<file path="config.mk">
export PLATFORM = sky130hd
export DESIGN_NAME = band_mixer
export DESIGN_NICKNAME = d
export VERILOG_FILES = /design/src/rtl/band_mixer.sv
export SDC_FILE = /design/constraint.sdc
export NUM_CORES = 1
export LEC_CHECK = 0
export ABC_AREA = 0
export CORE_UTILIZATION = 60
export DETAILED_ROUTE_END_ITERATION = 12
export PLACE_DENSITY = 0.81
export SLEW_MARGIN = 0
export SYNTH_ARGS = -nofsm -noshare
export SYNTH_HDL_FRONTEND = slang
export SYNTH_SLANG_ARGS = --single-unit
</file>
<file path="constraint.sdc">
create_clock -name clk -period 13.1 [get_ports clk]
set_input_delay 2.62 -clock clk [delete_from_list [all_inputs] [get_ports clk]]
set_output_delay 2.62 -clock clk [all_outputs]
set_load 0.02 [all_outputs]
</file>
<file path="src/rtl/band_mixer.sv">
// band_mixer: captures one sample per band per frame, applies per-band gain and mixes
// them with one shared serial MAC. Optional clip flag: BAND_MIXER_CLIP_FLAG_EN.
module band_mixer #(
    parameter int  NUM_BANDS = 8,
    parameter int  GAIN_W    = 16,
    localparam int ACC_W     = 33 + $clog2(NUM_BANDS),
    localparam int AW        = (NUM_BANDS > 1) ? $clog2(NUM_BANDS) : 1
) (
    input  logic                    clk,
    input  logic                    rst,
    input  logic [16*NUM_BANDS-1:0] band_data,
    input  logic [NUM_BANDS-1:0]    band_valid,
    input  logic                    gain_we,
    input  logic [AW-1:0]           gain_addr,
    input  logic [GAIN_W-1:0]       gain_data,
    output logic [15:0]             mix_out,
    output logic                    mix_valid,
`ifdef BAND_MIXER_CLIP_FLAG_EN
    output logic                    clip_sticky,
    input  logic                    clip_clear,
`endif
    output logic                    overrun
);

    localparam int                      PROD_W  = 17 + GAIN_W;
    localparam logic [GAIN_W-1:0]       UNITY   = GAIN_W'(16384);
    localparam logic signed [ACC_W-1:0] SAT_MAX = ACC_W'(32767);
    localparam logic signed [ACC_W-1:0] SAT_MIN = ACC_W'(-32768);

    typedef enum logic [1:0] {IDLE, MAC, OUT} state_t;

    state_t                   state;
    state_t                   state_nxt;
    logic signed [15:0]       cap  [NUM_BANDS];
    logic signed [15:0]       work [NUM_BANDS];
    logic [GAIN_W-1:0]        gain [NUM_BANDS];
    logic [NUM_BANDS-1:0]     pending;
    logic [AW-1:0]            k;
    logic signed [ACC_W-1:0]  acc;
    logic signed [ACC_W-1:0]  scaled;
    logic signed [PROD_W-1:0] prod;
    logic [15:0]              sat;
    logic                     start;
    logic                     last;

    assign start  = (state == IDLE) && (&pending);
    assign last   = (k == AW'(NUM_BANDS - 1));
    assign prod   = work[k] * $signed({1'b0, gain[k]});
    assign scaled = acc >>> 14;

    always_comb begin
        sat = scaled[15:0];
        if (scaled > SAT_MAX) begin
            sat = 16'h7fff;
        end else if (scaled < SAT_MIN) begin
            sat = 16'h8000;
        end
    end

    always_ff @(posedge clk) begin
        if (rst) begin
            state <= IDLE;
        end else begin
            state <= state_nxt;
        end
    end

    always_comb begin
        state_nxt = state;
        case (state)
            IDLE:    if (start) state_nxt = MAC;
            MAC:     if (last) state_nxt = OUT;
            OUT:     state_nxt = IDLE;
            default: state_nxt = IDLE;
        endcase
    end

    always_ff @(posedge clk) begin
        if (rst) begin
            pending   <= '0;
            overrun   <= 1'b0;
            k         <= '0;
            acc       <= '0;
            mix_out   <= '0;
            mix_valid <= 1'b0;
            for (int unsigned b = 0; b < NUM_BANDS; b++) begin
                cap[b]  <= '0;
                work[b] <= '0;
                gain[b] <= UNITY;
            end
        end else begin
            mix_valid <= 1'b0;
            // A strobe on the frame-start edge belongs to the next frame, so it is not an overrun.
            overrun   <= |(band_valid & pending & ~{NUM_BANDS{start}});
            for (int unsigned b = 0; b < NUM_BANDS; b++) begin
                if (band_valid[b]) begin
                    cap[b]     <= band_data[16*b +: 16];
                    pending[b] <= 1'b1;
                end else if (start) begin
                    pending[b] <= 1'b0;
                end
            end
            if (gain_we && (32'(gain_addr) < NUM_BANDS)) begin
                gain[gain_addr] <= gain_data;
            end
            case (state)
                IDLE: begin
                    if (start) begin
                        for (int unsigned b = 0; b < NUM_BANDS; b++) begin
                            work[b] <= cap[b];
                        end
                        acc <= '0;
                        k   <= '0;
                    end
                end
                MAC: begin
                    acc <= acc + ACC_W'(prod);
                    k   <= k + 1'b1;
                end
                OUT: begin
                    mix_out   <= sat;
                    mix_valid <= 1'b1;
                end
                default: ;
            endcase
        end
    end

`ifdef BAND_MIXER_CLIP_FLAG_EN
    logic clipped;

    assign clipped = (scaled > SAT_MAX) || (scaled < SAT_MIN);

    always_ff @(posedge clk) begin
        if (rst) begin
            clip_sticky <= 1'b0;
        end else if ((state == OUT) && clipped) begin
            clip_sticky <= 1'b1;
        end else if (clip_clear) begin
            clip_sticky <= 1'b0;
        end
    end
`endif

endmodule

</file>
==> results.tsv, run 1 <==
metric	value	unit
share of flip-flops with an asynchronous set or reset	0	
sw frac	0.356	
CTS Buf Count	43	
post-synthesis compound-gate area fraction	0.0402	
Yosys top cell by area	edfxtp_1	
die span in x	219	um
min-delay src	mix_out[12]	
clock sinks	454	
leakage	13.3	nW
final worst path period share	0.660	
Multi-input gate area	0.0138	mm2
CP required	13.54	ns
largest net degree at the start of global routing	97	
fmax	0.116	GHz
initial antenna violation count	0	
worst slew pin tran	1.28	ns
leading post-synthesis cells by cell area	edfxtp_1 41%, fa_1 16%, and2_1 7.1%, ha_1 5.7%, mux4_2 5.1%	
Yosys reg bits	454	
CTS Hold Buffers Added	0	
max_slew headroom	0.142	
Post-Synth Simple-Gate Area	0.150	
Worst Path Max Fanout	35	
DR pass1 iterations	5	
Die Y	219	um
wire length per cell	21.7	um
initial DRC count	1497	
Combinational Power Share	0.398	
top cell type's share of synthesized area	0.407	
vias in the first global route	19100	
adder-cell share of the synthesized area	0.217	
maxcap violations	0	
Reg area	0.0129	mm2
commonest cells after routing, fill and taps aside	384 x edfxtp_1, 329 x inv_1, 320 x and2_1	
share of cells above drive strength 1	0.0801	
global-route wire length before repair	106000	um
Detailed Place HPWL	50300	um
largest family of logic cells by synthesized area	adder cells	
Total Power	4.76	mW
CTS tree	done	
RSZ-0062 raised after global routing	false	
starting density of the core	0.608	
CTS H-tree lvls	2	
Min-Delay Path Class	reg2reg	
Final Slew Violations	0	
Net Switching	1.70	mW
ANT nets after route	0	
ys flop type	edfxtp_1	
Setup crit end kind	register	
final WL	68500	um
Fillers	3243	
clock skew	0.0337	ns
area grow syn2layout	13.1	%
Mapped Nets	2874	
I/O Pins	176	
Root Driver	clkbuf_16	
CTS clk-pin slew, worst paths	0.07	ns
VDD IR max	0.192	mV
xor/xnor share of the synthesized area	0.00866	
mean post-synth cell area	12.0	um2
register area share after synthesis	0.457	
clock share of power	0.251	
Core Area	0.0466	mm2
Post-synth EDFFs	384	
remaining global-route overflow	0	
vias per inst	5.78	
Cells after Synth	2361	
Cell variety after synth	58	
Yosys warning count	0	
Reg power frac	0.351	
die footprint	0.0480	mm2
count of final setup violators	0	
Post-CTS Resized	0	
total inserted antenna cells	0	
commonest non-fill, non-tap cell in the layout	edfxtp_1	
gpl congestion	0.997	
Tot GR Track Use	0.296	
vias post-DR	18200	
Net count, final	3029	
Crit Path Class	reg2reg	
Power Internal	3.07	mW
setup TNS	0	ns
mux cell area share after synthesis	0.0707	
mapped cell area	0.0283	mm2
DRC	0	
power per cell area	149	mW/mm2
outcome	completed	
Skew-Pair Late Insertion Delay	0.57	ns
Post-CTS Repair Setup Buffers	0	
CTS max path bufs	3	
Tmin final	8.65	ns
cell row count	79	
critical path launch point type	register	
Port Buffers	175	
hold violation count in the final report	0	
CP arrival	9.09	ns
==> routing by layer <==
metal	part of all wire	vias up	track usage
met5	0	-	0
met1	0.39	9106	0.378
met4	0.051	0	0.149
li1	-	8119	-
met2	0.49	824	0.497
met3	0.070	171	0.0420
==> critical path, cell delays in order (launching register included) <==
cell	delay, ns
dfxtp_4	0.74
buf_4	0.68
mux4_2	0.60
mux2i_1	0.79
nor2_1	0.17
fa_1	0.57
inv_1	0.05
fa_1	0.46
fa_1	0.51
inv_1	0.06
fa_1	0.48
fa_1	0.49
inv_1	0.06
fa_1	0.48
inv_1	0.04
ha_1	0.39
a21oi_1	0.30
o221ai_1	0.17
a221oi_1	0.42
o21a_1	0.20
a21oi_1	0.14
o41ai_2	0.35
xnor2_1	0.10
a22o_1	0.23
==> final cells by class <==
cell class | instances | share of cell area
multi-input combinational | 1487 | 0.431
sequential | 454 | 0.404
timing repair buffer | 200 | 0.0606
inverter | 330 | 0.0388
clock buffer | 56 | 0.0361
tap | 607 | 0.0237
clock inverter | 20 | 0.00520
==> metrics by stage <==
| step | util | instances | instance area, um2 | setup WS (ns) | hold slack, ns |
|---|---|---|---|---|---|
| 2_1_floorplan | - | 2361 | 28300 | 5.76 | 0.442 |
| 3_3_place_gp | 0.659 | 3077 | 30700 | 4.65 | 0.442 |
| 3_5_place_dp | 0.659 | 3077 | 30700 | 4.48 | 0.442 |
| 4_1_cts | 0.687 | 3153 | 32000 | 4.43 | 0.451 |
| 5_1_grt | 0.687 | 3154 | 32000 | 3.93 | 0.466 |
| 6_report | 0.687 | 3154 | 32000 | 4.45 | 0.450 |
==> sequential cells by signal, summed over array words and instances (netlist names), named ones only <==
name,count
state,2
acc,36
work,128
mix_valid,1
mix_out,16
gain,128
pending,8
cap,128
overrun,1
k,3
==> cell usage after synthesis, drive strengths merged, types with 20 or more instances <==
cell,n
or2,20
o21ai,31
nor2b,77
inv,330
ha,128
mux2i,30
nor2,160
and2,320
mux2,23
a21oi,65
fa,227
mux4,64
dfxtp,70
nand3,22
clkbuf,73
nand2,164
edfxtp,384
==> power groups by stage <==
stage	clock network (mW)	registers, mW	logic, mW
finish	1.19	1.67	1.90
global route	1.25	1.68	2.11
CTS	1.20	1.67	1.87
detailed placement	0	1.70	1.86
global placement	0	1.70	1.84
floorplan	0	1.69	1.36
==> path summary, 6_finish.rpt <==
check                 to  slack (ns)  cells after the start
max reg2reg      acc[32]        4.45                     23
min          mix_out[12]        0.45                      2
max              acc[32]        4.45                     23
min reg2reg  mix_out[12]        0.45                      2
==> cell families (layout without fill, tap and decap cells) <==
group,count (synthesis),in the layout
xor+xnor,28,28
mux,117,117
compound gates,174,174
simple gates,813,813
buf+inv,420,606
fa+ha+maj,355,355
flops,454,454
Power figures use the tool's default switching activity.
==> run 2, diff against run 1 <==
Clock period 13.1 ns to 8.8 ns, I/O delays scaled along.
==> results.tsv, run 2 (same netlist as run 1, synthesis figures left out) <==
metric	value	unit	change
Reg2Reg Depth	23		unchanged
Net count, final	3049		+0.66%
CTS Buf Count	45		+4.7%
CP required	9.26	ns	-4.28 ns
worst setup margin	0.808	ns	-3.65 ns
gpl congestion	1.03		+3.4%
worst path bufs/invs	5		unchanged
Post-CTS Repair Setup Buffers	0		unchanged
Combinational Power Share	0.393		-0.005
Reg area	0.0129	mm2	unchanged
initial antenna violation count	0		unchanged
DR pass1 iterations	6		+1
RSZ-0062 raised after global routing	false		
Setup crit end kind	register		
outcome	completed		
Skew-Pair Late Insertion Delay	0.58	ns	about the same
critical path launch point type	register		
commonest cells after routing, fill and taps aside	384 x edfxtp_1, 329 x inv_1, 320 x and2_1		
Root Driver	clkbuf_16		
CTS Hold Buffers Added	0		unchanged
slowest CP cell	dfxtp_2		
largest net degree at the start of global routing	88		-9.3%
ANT nets after route	0		unchanged
setup TNS	0	ns	unchanged
die footprint	0.0480	mm2	unchanged
r2r setup slk	0.81	ns	-3.65 ns
worst slew pin tran	1.26	ns	-0.0258 ns
final WL	70300	um	+2.6%
I/O Pins	176		unchanged
Power Internal	4.74	mW	+54%
CP most frequent cell	fa_1		
cell row count	79		unchanged
CP arrival	8.45	ns	-0.64 ns
Port Buffers	175		unchanged
Min-Delay Path Class	reg2reg		
WHS Path Cells	2		unchanged
vias in the first global route	19300		+1.2%
Reg power frac	0.339		-0.012
sw frac	0.357		+0.000515
CTS clk-pin slew, worst paths	0.07	ns	about the same
Net Switching	2.63	mW	+55%
highest cell delay on the worst timing path	0.82	ns	+0.03 ns
max_slew headroom	0.158		+0.0159
VDD IR max	0.629	mV	+230%
hold violation count in the final report	0		unchanged
Core Area	0.0466	mm2	unchanged
Multi-input gate area	0.0138	mm2	about the same
CTS H-tree lvls	2		unchanged
share of cells above drive strength 1	0.0933		+0.0132
starting density of the core	0.608		unchanged
power per cell area	228	mW/mm2	+53%
commonest non-fill, non-tap cell in the layout	edfxtp_1		
Final Slew Violations	0		unchanged
delay-heaviest family, CP	adder cells		
clock skew	0.0188	ns	-0.0149 ns
Finished Layout Cells	3180		+0.82%
CTS max path bufs	3		unchanged
clock sinks	454		unchanged
Tmin final	7.99	ns	-0.655 ns
RR Endpoint	acc[32]		
fmax	0.125	GHz	+8.2%
CTS tree	done		
worst hold endpoint	mix_out[2]		
DRC	0		unchanged
vias per inst	5.78		+0.11%
Total Power	7.36	mW	+55%
Fillers	3135		-3.3%
critical path, cell by cell	buf_4, mux4_2, mux2i_1, nor2_1, fa_1, inv_1, fa_1, fa_1, inv_1, fa_1, fa_1, inv_1, fa_1, inv_1, ha_1, a21oi_1, o221ai_1, a221oi_1, o21a_1, a21oi_1, o41ai_2, xnor2_1, a22o_1		
maxcap violations	0		unchanged
Worst Path Max Fanout	27		-23%
min-delay src	mix_out[2]		
final worst path period share	0.908		+0.248
Crit Path Class	reg2reg		
area grow syn2layout	14.3	%	
count of final setup violators	0		unchanged
clock share of power	0.268		+0.017
remaining global-route overflow	0		unchanged
pre-CTS setup slack	0.887	ns	-3.59 ns
die span in x	219	um	unchanged
initial DRC count	1442		-3.7%
total inserted antenna cells	0		unchanged
placed cell count	3096		+0.62%
Die Y	219	um	unchanged
biggest regs	cap x128, gain x128, work x128		
wire length per cell	22.1	um	+1.8%
global-route wire length before repair	108000	um	+2.4%
Tot GR Track Use	0.305		+0.00879
Detailed Place HPWL	52100	um	+3.7%
vias post-DR	18400		+0.94%
Post-CTS Resized	0		unchanged
leakage	13.5	nW	+1.4%
-- run 2: changes by cell type in the layout (fill, tap and decap cells not counted), moves of 4 or more --
cell      delta
clkinv_1     -6
clkinv_4     +4
clkbuf_1     -6
buf_4       +17
-- run 2: final cells by class --
| cell class | instances | share of cell area |
|---|---|---|
| clock buffers | 54 | 0.0372 |
| multi-input cells | 1487 | 0.426 |
| flip-flops and latches | 454 | 0.400 |
| clock inverters | 30 | 0.00998 |
| repair buffers | 218 | 0.0648 |
| inverters | 330 | 0.0384 |
| well taps | 607 | 0.0235 |
-- run 2: stage by stage --
| step | area (um2) | hold WS (ns) | utilization |
|---|---|---|---|
| after global routing | 32400 | 0.468 | 0.695 |
| after CTS | 32400 | 0.452 | 0.695 |
| after global placement | 30800 | 0.446 | 0.662 |
| final | 32400 | 0.449 | 0.695 |
| after floorplan | 28300 | 0.442 | - |
| after detailed placement | 30800 | 0.446 | 0.662 |
-- run 2: worst max path at each step --
stage	from	endpoint	slack, ns	cells past startpoint
finish	register	acc[32]	0.81	23
global route	register	acc[20]	0.55	23
CTS	register	acc[32]	0.87	23
detailed placement	register	acc[32]	0.89	23
global placement	register	acc[20]	1.01	25
floorplan	register	acc[27]	1.46	25
-- run 2: worst reg2reg max path, cell delays in order (launching register included) --
cell	delay, ns
dfxtp_2	0.82
buf_4	0.35
mux4_2	0.34
mux2i_1	0.68
nor2_1	0.17
fa_1	0.56
inv_1	0.05
fa_1	0.46
fa_1	0.52
inv_1	0.06
fa_1	0.48
fa_1	0.52
inv_1	0.05
fa_1	0.47
inv_1	0.04
ha_1	0.38
a21oi_1	0.29
o221ai_1	0.17
a221oi_1	0.42
o21a_1	0.20
a21oi_1	0.13
o41ai_2	0.36
xnor2_1	0.11
a22o_1	0.23
-- run 2: routing by layer --
metal  GRT usage  vias to the layer above  wire length, um
li1            -                     8159                -
met1       0.400                     9190            27600
met2       0.510                      856            34400
met3      0.0416                      186             4990
met4       0.134                        0             3300
met5           0                        -                0
-- run 2: power by group through the flow --
stage	registers, mW	logic [mW]	clock network [mW]
6_report	2.50	2.89	1.98
5_1_grt	2.50	3.22	2.07
4_1_cts	2.50	2.86	1.99
3_5_place_dp	2.54	2.84	0
3_3_place_gp	2.53	2.79	0
2_1_floorplan	2.52	2.03	0
